<file path="src/rtl/instr_fetch_decode_if.sv">
// Bus between the CPU controller and the fetch/decode stage.
// master: controller side (drives strobes, memory data, C register; sees PC/IR/decode).
// slave : instr_fetch_decode side.
// Signals: loadir, loadpc, msel, nsel, mdata, cout (controller -> stage);
//          mem_addr, pc, ir, opcode, op, readnum, writenum, shift,
//          sximm8, sximm5 (stage -> controller/datapath).
interface instr_fetch_decode_if #(
  parameter int AW = 8,
  parameter int DW = 16
);
  logic          loadir;
  logic          loadpc;
  logic          msel;
  logic [1:0]    nsel;
  logic [DW-1:0] mdata;
  logic [DW-1:0] cout;
  logic [AW-1:0] mem_addr;
  logic [AW-1:0] pc;
  logic [DW-1:0] ir;
  logic [2:0]    opcode;
  logic [1:0]    op;
  logic [2:0]    readnum;
  logic [2:0]    writenum;
  logic [1:0]    shift;
  logic [DW-1:0] sximm8;
  logic [DW-1:0] sximm5;

  modport master (
    output loadir, loadpc, msel, nsel, mdata, cout,
    input  mem_addr, pc, ir, opcode, op, readnum, writenum, shift, sximm8, sximm5
  );

  modport slave (
    input  loadir, loadpc, msel, nsel, mdata, cout,
    output mem_addr, pc, ir, opcode, op, readnum, writenum, shift, sximm8, sximm5
  );
endinterface

</file>
<file path="src/rtl/instr_fetch_decode.sv">
// Instruction fetch and decode stage.
// Holds the program counter and instruction register, forms the memory address
// (PC or datapath C register) and decodes the IR for controller and datapath.
// Ports:
//   clk   - rising-edge clock
//   reset - synchronous active-high, clears PC and IR (overrides strobes)
//   bus   - instr_fetch_decode_if.slave: strobes loadir/loadpc/msel/nsel,
//           mdata, cout in; mem_addr, pc, ir and decoded fields out.
module instr_fetch_decode #(
  parameter int AW = 8,
  parameter int DW = 16
) (
  input logic               clk,
  input logic               reset,
  instr_fetch_decode_if.slave bus
);

  logic [AW-1:0] pc_q;
  logic [DW-1:0] ir_q;
  logic [2:0]    regnum;

  // IR and PC may load on the same edge: IR captures the word addressed by
  // the pre-increment PC, then PC advances.
  always_ff @(posedge clk) begin
    if (reset) begin
      pc_q <= '0;
      ir_q <= '0;
    end else begin
      if (bus.loadpc) pc_q <= pc_q + 1'b1;
      if (bus.loadir) ir_q <= bus.mdata;
    end
  end

  always_comb begin
    regnum = '0;
    unique case (bus.nsel)
      2'b00:   regnum = ir_q[10:8];
      2'b01:   regnum = ir_q[7:5];
      2'b10:   regnum = ir_q[2:0];
      default: regnum = '0;
    endcase
  end

  assign bus.pc       = pc_q;
  assign bus.ir       = ir_q;
  assign bus.mem_addr = bus.msel ? bus.cout[AW-1:0] : pc_q;
  assign bus.opcode   = ir_q[15:13];
  assign bus.op       = ir_q[12:11];
  assign bus.readnum  = regnum;
  assign bus.writenum = regnum;
  assign bus.shift    = ir_q[4:3];
  assign bus.sximm8   = {{(DW-8){ir_q[7]}}, ir_q[7:0]};
  assign bus.sximm5   = {{(DW-5){ir_q[4]}}, ir_q[4:0]};

endmodule

</file>
<file path="src/flat_wrapper.sv">
// flat-port wrapper written by rule: the top's interface ports become plain ports
module instr_fetch_decode_flat 
#(
  parameter int AW = 8,
  parameter int DW = 16
)
  (clk, reset, bus_loadir, bus_loadpc, bus_msel, bus_nsel, bus_mdata, bus_cout, bus_mem_addr, bus_pc, bus_ir, bus_opcode, bus_op, bus_readnum, bus_writenum, bus_shift, bus_sximm8, bus_sximm5);
  instr_fetch_decode_if #(.AW(AW), .DW(DW)) bus_i ();
  input logic clk;
  input logic reset;
  input wire logic [$bits(bus_i.loadir)-1:0] bus_loadir;
  input wire logic [$bits(bus_i.loadpc)-1:0] bus_loadpc;
  input wire logic [$bits(bus_i.msel)-1:0] bus_msel;
  input wire logic [$bits(bus_i.nsel)-1:0] bus_nsel;
  input wire logic [$bits(bus_i.mdata)-1:0] bus_mdata;
  input wire logic [$bits(bus_i.cout)-1:0] bus_cout;
  output wire logic [$bits(bus_i.mem_addr)-1:0] bus_mem_addr;
  output wire logic [$bits(bus_i.pc)-1:0] bus_pc;
  output wire logic [$bits(bus_i.ir)-1:0] bus_ir;
  output wire logic [$bits(bus_i.opcode)-1:0] bus_opcode;
  output wire logic [$bits(bus_i.op)-1:0] bus_op;
  output wire logic [$bits(bus_i.readnum)-1:0] bus_readnum;
  output wire logic [$bits(bus_i.writenum)-1:0] bus_writenum;
  output wire logic [$bits(bus_i.shift)-1:0] bus_shift;
  output wire logic [$bits(bus_i.sximm8)-1:0] bus_sximm8;
  output wire logic [$bits(bus_i.sximm5)-1:0] bus_sximm5;
  assign bus_i.loadir = bus_loadir;
  assign bus_i.loadpc = bus_loadpc;
  assign bus_i.msel = bus_msel;
  assign bus_i.nsel = bus_nsel;
  assign bus_i.mdata = bus_mdata;
  assign bus_i.cout = bus_cout;
  assign bus_mem_addr = bus_i.mem_addr;
  assign bus_pc = bus_i.pc;
  assign bus_ir = bus_i.ir;
  assign bus_opcode = bus_i.opcode;
  assign bus_op = bus_i.op;
  assign bus_readnum = bus_i.readnum;
  assign bus_writenum = bus_i.writenum;
  assign bus_shift = bus_i.shift;
  assign bus_sximm8 = bus_i.sximm8;
  assign bus_sximm5 = bus_i.sximm5;
  instr_fetch_decode #(.AW(AW), .DW(DW)) u_core (.clk(clk), .reset(reset), .bus(bus_i));
endmodule
</file>
<file path="config.mk">
export PLATFORM = sky130hd
export DESIGN_NAME = instr_fetch_decode_flat
export DESIGN_NICKNAME = d
export VERILOG_FILES = /design/src/rtl/instr_fetch_decode_if.sv /design/src/rtl/instr_fetch_decode.sv /design/src/flat_wrapper.sv
export SDC_FILE = /design/constraint.sdc
export NUM_CORES = 1
export LEC_CHECK = 0
export ABC_AREA = 1
export BUFFER_PORTS_ARGS = -buffer_cell sky130_fd_sc_hd__buf_2
export CAP_MARGIN = 0
export CELL_PAD_IN_SITES_DETAIL_PLACEMENT = 0
export CELL_PAD_IN_SITES_GLOBAL_PLACEMENT = 2
export CORE_MARGIN = 2
export CORE_UTILIZATION = 19
export CTS_CLUSTER_SIZE = 24
export DETAILED_ROUTE_END_ITERATION = 16
export GPL_ROUTABILITY_DRIVEN = 0
export HOLD_SLACK_MARGIN = 0.06
export PLACE_DENSITY_LB_ADDON = 0.1
export RECOVER_POWER = 100
export SETUP_SLACK_MARGIN = 0.1
export SLEW_MARGIN = 5
export SYNTH_ARGS = -nofsm -noshare
export SYNTH_HDL_FRONTEND = slang
export SYNTH_SLANG_ARGS = --single-unit
</file>
<file path="constraint.sdc">
create_clock -name clk -period 1.6 [get_ports clk]
set_input_delay 0.16 -clock clk [delete_from_list [all_inputs] [get_ports clk]]
set_output_delay 0.16 -clock clk [all_outputs]
set_load 0.02 [all_outputs]
</file>
==> summary.md, run 1 <==
| Metric | Value |
|---|---|
| Status | complete, no violations |
| Reg power frac | 0.457 |
| Vias per inst | 3.88 |
| Final-report setup violation count | 0 |
| DPL Wire Length | 2810 um |
| IO Port Bufs | 107 |
| Pins Over Slew Limit | 0 |
| Routed len/inst | 10.4 um |
| R2R depth | 6 |
| RSZ-0062 raised after global routing | no |
| HP Start | bus_mdata[12] |
| Syn Area/Cell | 7.35 sq um |
| Synth area leaders | dfxtp_1, buf_4, nor2_1 |
| Final setup TNS | 0 ns |
| Post-synth ARST share | 0 |
| Remaining global-route overflow | 0 |
| Hold path cells | 3 |
| First-pass GRT wire length | 5480 um |
| I/O Pins | 116 |
| Leakage | 0.696 nW |
| DR pass1 iterations | 4 |
| Req. time, crit path | 1.44 ns |
| Num CTS Buffers | 3 |
| Total of max-cap violations | 0 |
| Gr usage total | 0.0873 |
| CORE AREA | 0.00691 sq mm |
| Internal Power | 0.958 mW |
| DIE AREA | 0.00793 sq mm |
| CP max stage cell | dfxtp_1 |
| Post-synth top area share | 0.350 |
| Clk_lat worst skew | 0.26 ns |
| Worst Hold End | u_core.bus.ir[12] |
| Synth area leader | dfxtp_1 |
| Buf/Inv on CP | 1 |
| Initial Util | 0.199 |
| CP Capture Type | primary output |
| FF+latch count, synth | 24 |
| CP max FO | 12 |
| Fin nets | 294 |
| Hold Buf Count CTS | 0 |
| Netlist cell types | 20 |
| Final Hold Viols | 0 |
| Row count | 30 |
| Slew headroom | 0.446 |
| Cell Count, Final, Fillers Out | 349 |
| Placed cells | 345 |
| H-tree depth | 1 |
| Crit Path Class | reg2out |
| Ratio of final minimum period to clock period | 0.871 |
| Max frequency | 0.718 GHz |
| Die Wd | 89.0 um |
| Sequential area share after synthesis | 0.350 |
| EDFF count, synth | 0 |
| R2r startpoint | u_core.bus.pc[0] |
| Clk sinks | 24 |
| VDD IR max | 456 uV |
| Commonest non-fill, non-tap cell in the layout | clkbuf_1 |
| Sw Ratio | 0.343 |
| Worst hold path class | in2reg |
| Synth warn | 0 |
| FF-to-FF setup slack | 0.35 ns |
| Largest net degree at the start of global routing | 21 |
| Slew @ Worst Pin | 0.831 ns |
| Vias post-DR | 1,353 |
| Final min period | 1.39 ns |
| Syn Inst Count | 187 |
| CTS resizes | 0 |
| Total Power | 1.46 mW |
| WHS | 0.111 ns |
| Clock Power Share | 0.283 |
| Clock Path Buffers | 2 |
| CP delay by family, top | flip-flops |
| Vert. Die Dim | 89.0 um |
| Switch Pwr | 0.501 mW |
| Most frequent cells in the layout | clkbuf_1, nor2_1, buf_2 |
| Power per cell area | 879 mW/mm^2 |
| ANT cells | 0 |
| Root buf cell | clkbuf_8 |
| Ratio of cells with drive above 1 in the final layout | 0.178 |
| TritonCTS clock tree | built |
| DRT iter0 DRCs | 43 |
| Critical path's most frequent cell | nand3_1 |
| Clock skew | 0.00608 ns |
| CP peak stage delay | 0.53 ns |
| Critical Path, Cell by Cell | nand3_1 -> nand3_1 -> clkbuf_2 |
| Worst setup SP type | flip-flop |
| Postcts setup bufs | 0 |
| WL final | 3630 um |
| Main synth FF type | dfxtp_1 |
| Core Util, Final | 0.240 |
| Initial antenna violation count | 0 |
| Worst-path clk slew | 0.09 ns |
| Post-route DRC | 0 |
| Post-DRT Antenna Nets | 0 |
| Area Overhead vs Synth | 20.8% |
| Number of global-route vias before repair | 1,124 |
| Part of the power in combinational logic | 0.259 |
| Arrival @ worst endpoint | 1.23 ns |
| Post-Syn Nets | 227 |
| R2R Path End | u_core.bus.pc[6] |
| Syn Std Cell Area | 0.00137 sq mm |
## worst register-to-register path, delay by kind of cell, from the launching register on
kind / cells / cell delay, ns
simple gates: 5 / 0.51
flops: 1 / 0.43
fa+ha+maj: 1 / 0.20
## layer usage
layer	wire length, um	vias up	global-route usage
met5	0	-	0
met4	49	0	0.0163
met3	254	4	0.0240
met2	1760	57	0.149
met1	1560	598	0.112
li1	-	694	-
## cells in the mapped netlist (3+ instances only)
master,number
dfxtp_1,24
nand3_1,12
nand2_1,15
nor2_1,39
inv_1,9
buf_2,3
mux2_2,5
o21ai_0,21
a21oi_1,7
buf_4,42
## metrics by stage
step	setup WS [ns]	cell area, sq um
6_report	0.207	1660
3_3_place_gp	0.417	1710
3_5_place_dp	0.411	1710
4_1_cts	0.229	1760
2_1_floorplan	0.334	1370
5_1_grt	0.0563	1660
## registers in the layout, indices dropped and copies added, names as in the netlist
name / cells
u_core.bus.ir: 16
u_core.bus.pc: 8
## power by group through the flow
stage | combinational (mW) | sequential (mW) | clock (mW)
after floorplan | 0.300 | 0.715 | 0
after global placement | 0.420 | 0.679 | 0
after detailed placement | 0.416 | 0.679 | 0
after CTS | 0.417 | 0.666 | 0.444
after global routing | 0.417 | 0.676 | 0.461
final | 0.378 | 0.667 | 0.413
## layout make-up
class,instances,area [sq um]
Inverter,10,37.5
Timing Repair Buffer,109,452
Multi-Input combinational cell,106,514
Fill cell,854,5250
Tap cell,96,120
Clock buffer,4,55.1
Sequential cell,24,480
## logic make-up (layout without fill, tap and decap cells)
logic type               count (synthesis)  count (layout)  synth area share
multiplexers                             5               5            0.0410
adder cells (fa/ha/maj)                  1               1           0.00911
AND/OR/NAND/NOR                         72              72             0.224
flip-flops                              24              24             0.350
AO/OA/AOI/OAI                           28              28             0.102
buffers and inverters                   57             123             0.274
## how the worst max path moves through the flow
stage                          start          endpoint  slack (ns)  depth (start not counted)
floorplan           u_core.bus.ir[7]   bus_writenum[2]        0.33                          3
global placement    u_core.bus.pc[0]  u_core.bus.pc[6]        0.42                          6
detailed placement  u_core.bus.pc[0]  u_core.bus.pc[6]        0.41                          6
CTS                 u_core.bus.ir[7]    bus_readnum[2]        0.23                          3
global route        u_core.bus.ir[7]   bus_writenum[2]        0.06                          3
finish              u_core.bus.ir[7]   bus_writenum[2]        0.21                          3
No activity file was read; power rests on OpenSTA's default activity.
==> run 2: changes to the inputs <==
==> constraint.sdc (replaced) <==
create_clock -name clk -period 1.6 [get_ports clk]
set_input_delay 0.48 -clock clk [delete_from_list [all_inputs] [get_ports clk]]
set_output_delay 0.48 -clock clk [all_outputs]
set_load 0.02 [all_outputs]
==> summary.md, run 2 (synthesized netlist as in run 1, its figures left out) <==
| Metric | Value |
|---|---|
| Slew @ Worst Pin | 0.570 ns (was 0.831 ns) |
| Worst-path clk slew | 0.09 ns (about the same) |
| Root buf cell | clkbuf_8 (unchanged) |
| Max FFs per register | 16 (unchanged) |
| Final Hold Viols | 0 (unchanged) |
| IO Port Bufs | 107 (unchanged) |
| Gr usage total | 0.0982 (was 0.0873) |
| First-pass GRT wire length | 6060 um (was 5480 um) |
| R2r startpoint | u_core.bus.pc[1] (was u_core.bus.pc[0]) |
| Critical Path, Cell by Cell | buf_6 -> nor2_4 -> nand2_2 -> nand3_1 -> buf_6 (was nand3_1 -> nand3_1 -> clkbuf_2) |
| Arrival @ worst endpoint | 1.05 ns (was 1.23 ns) |
| Power per cell area | 786 mW/mm^2 (was 879 mW/mm^2) |
| R2R depth | 6 (unchanged) |
| Ratio of final minimum period to clock period | 0.957 (was 0.871) |
| Worst setup path end | bus_writenum[2] (unchanged) |
| Status | complete, no violations (unchanged) |
| Leakage | 0.895 nW (was 0.696 nW) |
| Initial Util | 0.199 (unchanged) |
| Critical path's most frequent cell | buf_6 (was nand3_1) |
| Row count | 30 (unchanged) |
| Die Wd | 89.0 um (unchanged) |
| Commonest non-fill, non-tap cell in the layout | clkbuf_1 (unchanged) |
| Final min period | 1.53 ns (was 1.39 ns) |
| Post-route DRC | 0 (unchanged) |
| Clk_lat worst skew | 0.27 ns (was 0.26 ns) |
| Placed Area | 0.00175 sq mm (was 0.00171 sq mm) |
| Total of max-cap violations | 0 (unchanged) |
| DR pass1 iterations | 4 (unchanged) |
| Core Util, Final | 0.286 (was 0.240) |
| CORE AREA | 0.00691 sq mm (unchanged) |
| Slew headroom | 0.619 (was 0.446) |
| Setup crit start | bus_nsel[0] (was u_core.bus.ir[7]) |
| Vert. Die Dim | 89.0 um (unchanged) |
| Largest net degree at the start of global routing | 18 (was 21) |
| RSZ-0062 raised after global routing | yes (was no) |
| R2R Path End | u_core.bus.pc[7] (was u_core.bus.pc[6]) |
| Max frequency | 0.653 GHz (was 0.718 GHz) |
| Clock skew | 0.00833 ns (was 0.00608 ns) |
| I/O Pins | 116 (unchanged) |
| TritonCTS clock tree | built (unchanged) |
| Clock Path Buffers | 2 (unchanged) |
| DPL Wire Length | 2950 um (was 2810 um) |
| H-tree depth | 1 (unchanged) |
| Vias post-DR | 1,410 (was 1,353) |
| Final-report setup violation count | 0 (unchanged) |
| Most frequent cells in the layout | clkbuf_1, nor2_1, buf_2 (unchanged) |
| Post-route cell area | 0.00198 sq mm (was 0.00166 sq mm) |
| Req. time, crit path | 1.12 ns (was 1.44 ns) |
| Layer with the highest usage | met2 (unchanged) |
| Worst path depth | 5 (was 3) |
| Met2 Use GR | 0.171 (was 0.149) |
| ANT cells | 0 (unchanged) |
| CP max FO | 5 (was 12) |
| Routed len/inst | 11.4 um (was 10.4 um) |
| DRT iter0 DRCs | 69 (was 43) |
| CP peak stage delay | 0.14 ns (was 0.53 ns) |
| Fin nets | 303 (was 294) |
| Vias per inst | 3.94 (was 3.88) |
| Met3 global-route usage | 0.0277 (was 0.0240) |
| Initial antenna violation count | 0 (unchanged) |
| CP max stage cell | nor2_4 (was dfxtp_1) |
| Met1 Resource Use GR | 0.123 (was 0.112) |
| Worst setup SP type | primary input (was flip-flop) |
| FF-to-FF setup slack | 0.32 ns (was 0.35 ns) |
| Crit Path Class | in2out (was reg2out) |
| Post-DRT Antenna Nets | 0 (unchanged) |
| CP Capture Type | primary output (unchanged) |
| CP delay by family, top | simple AND/OR/NAND/NOR gates (was flip-flops) |
| VDD IR max | 363 uV (was 456 uV) |
| DIE AREA | 0.00793 sq mm (unchanged) |
| Pins Over Slew Limit | 0 (unchanged) |
| Ratio of cells with drive above 1 in the final layout | 0.382 (was 0.178) |
| Number of global-route vias before repair | 1,221 (was 1,124) |
| WHS | 0.428 ns (was 0.111 ns) |
| WL final | 4080 um (was 3630 um) |
| Clk sinks | 24 (unchanged) |
| Remaining global-route overflow | 0 (unchanged) |
| Area Overhead vs Synth | 44.0% (was 20.8%) |
| Buf/Inv on CP | 2 (was 1) |
| Worst hold path class | in2reg (unchanged) |
| Total Power | 1.55 mW (was 1.46 mW) |
| Num CTS Buffers | 3 (unchanged) |
| Final setup TNS | 0 ns (unchanged) |
run 2: area by class of cell:
cell class,count,area [sq um]
clock buffers,4,55.1
fillers,825,4930
flip-flops and latches,24,503
repair buffers,118,676
inverters,10,37.5
multi-input cells,106,587
well taps,96,120
run 2: what timing repair did:
item / CTS / global route
resized for setup: 52 / 27
buffers inserted: 2 / 4
pin swaps: 3 / 7
hold buffers: 0 / 0
gates cloned: 0 / 1
endpoints found under the setup margin: 28 / 14
run 2: worst min-delay path by stage:
stage,from,to,slack [ns],depth (start not counted)
2_1_floorplan,reset,u_core.bus.pc[1],0.55,1
3_3_place_gp,u_core.bus.ir[13],u_core.bus.ir[13],0.51,2
3_5_place_dp,u_core.bus.ir[9],u_core.bus.ir[9],0.51,2
4_1_cts,reset,u_core.bus.pc[1],0.39,2
5_1_grt,bus_mdata[13],u_core.bus.ir[13],0.42,3
6_report,bus_mdata[9],u_core.bus.ir[9],0.43,3
run 2: report_power, final:
group	leakage, nW	internal [mW]	switching (mW)
logic	0.664	0.176	0.292
clock network	0.0288	0.220	0.200
registers	0.203	0.629	0.0376
total	0.895	1.02	0.530
run 2: through the flow:
| stage | setup slack [ns] | std cells |
|---|---|---|
| 2_1_floorplan | -0.0172 | 187 |
| 3_3_place_gp | -0.0766 | 347 |
| 3_5_place_dp | -0.0751 | 347 |
| 4_1_cts | 0.0553 | 353 |
| 5_1_grt | 0.0309 | 358 |
| 6_report | 0.0688 | 358 |
run 2: worst reg2reg max path: cells and delay by family (launching register included):
| kind | cells | cell delay, ns |
|---|---|---|
| flops | 1 | 0.40 |
| buf+inv | 1 | 0.13 |
| simple gates | 5 | 0.65 |
run 2: routing by layer:
metal	up-vias	part of all wire
li1	709	-
met1	636	0.43
met2	63	0.49
met3	2	0.079
met4	0	0.0049
met5	-	0
==> run 3: changes to the inputs <==
--- a/config.mk
+++ b/config.mk
@@ -16,7 +16,7 @@
 export DETAILED_ROUTE_END_ITERATION = 16
 export GPL_ROUTABILITY_DRIVEN = 0
 export HOLD_SLACK_MARGIN = 0.06
-export PLACE_DENSITY_LB_ADDON = 0.1
+export PLACE_DENSITY = 0.88
 export RECOVER_POWER = 100
 export SETUP_SLACK_MARGIN = 0.1
 export SLEW_MARGIN = 5
==> summary.md, run 3 (synthesized netlist as in run 1, its figures left out) <==
| Metric | Value |
|---|---|
| CP max stage cell | dfxtp_4 (was nor2_4) |
| Pins Over Slew Limit | 0 (unchanged) |
| ANT cells | 0 (unchanged) |
| Vert. Die Dim | 89.0 um (unchanged) |
| FILL cells | 828 (was 825) |
| Core Util, Final | 0.283 (was 0.286) |
| Fin nets | 303 (unchanged) |
| Number of global-route vias before repair | 1,185 (was 1,221) |
| Final-report setup violation count | 0 (unchanged) |
| Die Wd | 89.0 um (unchanged) |
| Worst-path clk slew | 0.09 ns (about the same) |
| Multi-input gate area | 564 sq um (was 587 sq um) |
| Largest net degree at the start of global routing | 18 (unchanged) |
| Max frequency | 0.651 GHz (was 0.653 GHz) |
| Area Overhead vs Synth | 42.4% (was 44.0%) |
| Slew @ Worst Pin | 0.557 ns (was 0.570 ns) |
| CP Capture Type | primary output (unchanged) |
| Total Power | 1.55 mW (about the same) |
| DIE AREA | 0.00793 sq mm (unchanged) |
| Routed len/inst | 11.2 um (was 11.4 um) |
| Reg power frac | 0.430 (was 0.429) |
| DPL Wire Length | 2840 um (was 2950 um) |
| Final min period | 1.54 ns (was 1.53 ns) |
| RSZ-0062 raised after global routing | yes (unchanged) |
| FF+latch area | 504 sq um (was 503 sq um) |
| CP max FO | 4 (was 5) |
| Sw Ratio | 0.341 (about the same) |
| Internal Power | 1.02 mW (about the same) |
| Clock Path Buffers | 2 (unchanged) |
| CORE AREA | 0.00691 sq mm (unchanged) |
| Leakage | 0.895 nW (about the same) |
| Max FFs per register | 16 (unchanged) |
| Req. time, crit path | 1.12 ns (about the same) |
| Clock Power Share | 0.273 (was 0.270) |
| CP peak stage delay | 0.37 ns (was 0.14 ns) |
| Gr usage total | 0.0941 (was 0.0982) |
| CP delay by family, top | flip-flops (was simple AND/OR/NAND/NOR gates) |
| VDD IR max | 250 uV (was 363 uV) |
| Crit Path Class | reg2out (was in2out) |
| Post-route DRC | 0 (unchanged) |
| Cell Count, Final, Fillers Out | 358 (unchanged) |
| Status | complete, no violations (unchanged) |
| Row count | 30 (unchanged) |
| Clk_lat worst skew | 0.27 ns (about the same) |
| WL final | 3990 um (was 4080 um) |
| Most frequent cells in the layout | clkbuf_1, nor2_1, buf_2 (unchanged) |
| Clock skew | 0.00262 ns (was 0.00833 ns) |
| Part of the power in combinational logic | 0.297 (was 0.301) |
| Root buf cell | clkbuf_8 (unchanged) |
| Post-DRT Antenna Nets | 0 (unchanged) |
| DR pass1 iterations | 4 (unchanged) |
| Vias per inst | 3.89 (was 3.94) |
| Arrival @ worst endpoint | 1.06 ns (was 1.05 ns) |
| Total of max-cap violations | 0 (unchanged) |
| Switch Pwr | 0.527 mW (was 0.530 mW) |
| Remaining global-route overflow | 0 (unchanged) |
| Ratio of cells with drive above 1 in the final layout | 0.366 (was 0.382) |
| First-pass GRT wire length | 5840 um (was 6060 um) |
| Num CTS Buffers | 3 (unchanged) |
| Final Hold Viols | 0 (unchanged) |
| IO Port Bufs | 107 (unchanged) |
| Power per cell area | 791 mW/mm^2 (was 786 mW/mm^2) |
| Initial Util | 0.199 (unchanged) |
| Clk sinks | 24 (unchanged) |
| Worst setup SP type | flip-flop (was primary input) |
| DRT iter0 DRCs | 35 (was 69) |
| Placed cells | 346 (was 347) |
| TritonCTS clock tree | built (unchanged) |
| Critical Path, Cell by Cell | mux2_4 -> buf_4 (was buf_6 -> nor2_4 -> nand2_2 -> nand3_1 -> buf_6) |
| Buf/Inv on CP | 1 (was 2) |
| Ratio of final minimum period to clock period | 0.960 (was 0.957) |
| Commonest non-fill, non-tap cell in the layout | clkbuf_1 (unchanged) |
| Vias post-DR | 1,392 (was 1,410) |
| Slew headroom | 0.628 (was 0.619) |
| I/O Pins | 116 (unchanged) |
| H-tree depth | 1 (unchanged) |
| Worst hold path class | in2reg (unchanged) |
| Initial antenna violation count | 0 (unchanged) |
## run 3: changes by cell type in the layout (fill, tap and decap cells not counted), sizes merged
cell / delta
bufbuf: +1
buf: -1
## run 3: path summary, 6_finish.rpt
path               startpoint                to  slack [ns]  cells after the start
min              bus_mdata[4]  u_core.bus.ir[4]        0.43                      3
min reg2reg  u_core.bus.pc[3]  u_core.bus.pc[3]        0.48                      1
max          u_core.bus.pc[6]   bus_mem_addr[6]        0.06                      2
max reg2reg  u_core.bus.pc[0]  u_core.bus.pc[7]        0.28                      6
## run 3: power groups by stage
stage	Combinational (mW)	Clock (mW)	Sequential, mW
floorplan	0.302	0	0.715
global placement	0.418	0	0.680
detailed placement	0.419	0	0.680
CTS	0.468	0.447	0.665
global route	0.499	0.467	0.674
finish	0.459	0.423	0.665
## run 3: tightest hold or removal path, delay by kind of cell
kind / cells / cell delay [ns]
buf+inv: 1 / 0.08
simple gates: 2 / 0.11
## run 3: per-stage QoR
stage                     hold WS [ns]  setup WS [ns]  instance area (sq um)  setup TNS (ns)
final                            0.428         0.0645                   1960               0
after global routing             0.426         0.0323                   1960               0
after CTS                        0.393         0.0658                   1940               0
after detailed placement         0.507        -0.0727                   1730          -0.327
after global placement           0.492        -0.0599                   1730          -0.295
after floorplan                  0.552        -0.0172                   1390         -0.0517
## run 3: layout make-up
class / count / share of cell area
repair buffers: 118 / 0.345
multi-input cells: 106 / 0.288
flip-flops and latches: 24 / 0.258
well taps: 96 / 0.0614
clock buffers: 4 / 0.0281
inverters: 10 / 0.0192
## run 3: timing repair
| action | CTS | global route |
|---|---|---|
| gates resized for setup | 42 | 32 |
| pin swaps | 2 | 6 |
| buffers inserted | 2 | 5 |
| gates cloned | 1 | 0 |
| hold buffers | 0 | 0 |
| setup endpoints to repair | 29 | 14 |
## run 3: layer usage
metal  vias to the layer above  wire [um]  track usage
li1                        707          -            -
met4                         0          8       0.0136
met1                       617       1690        0.121
met2                        66       1960        0.161
met3                         2        331       0.0268
met5                         -          0            0
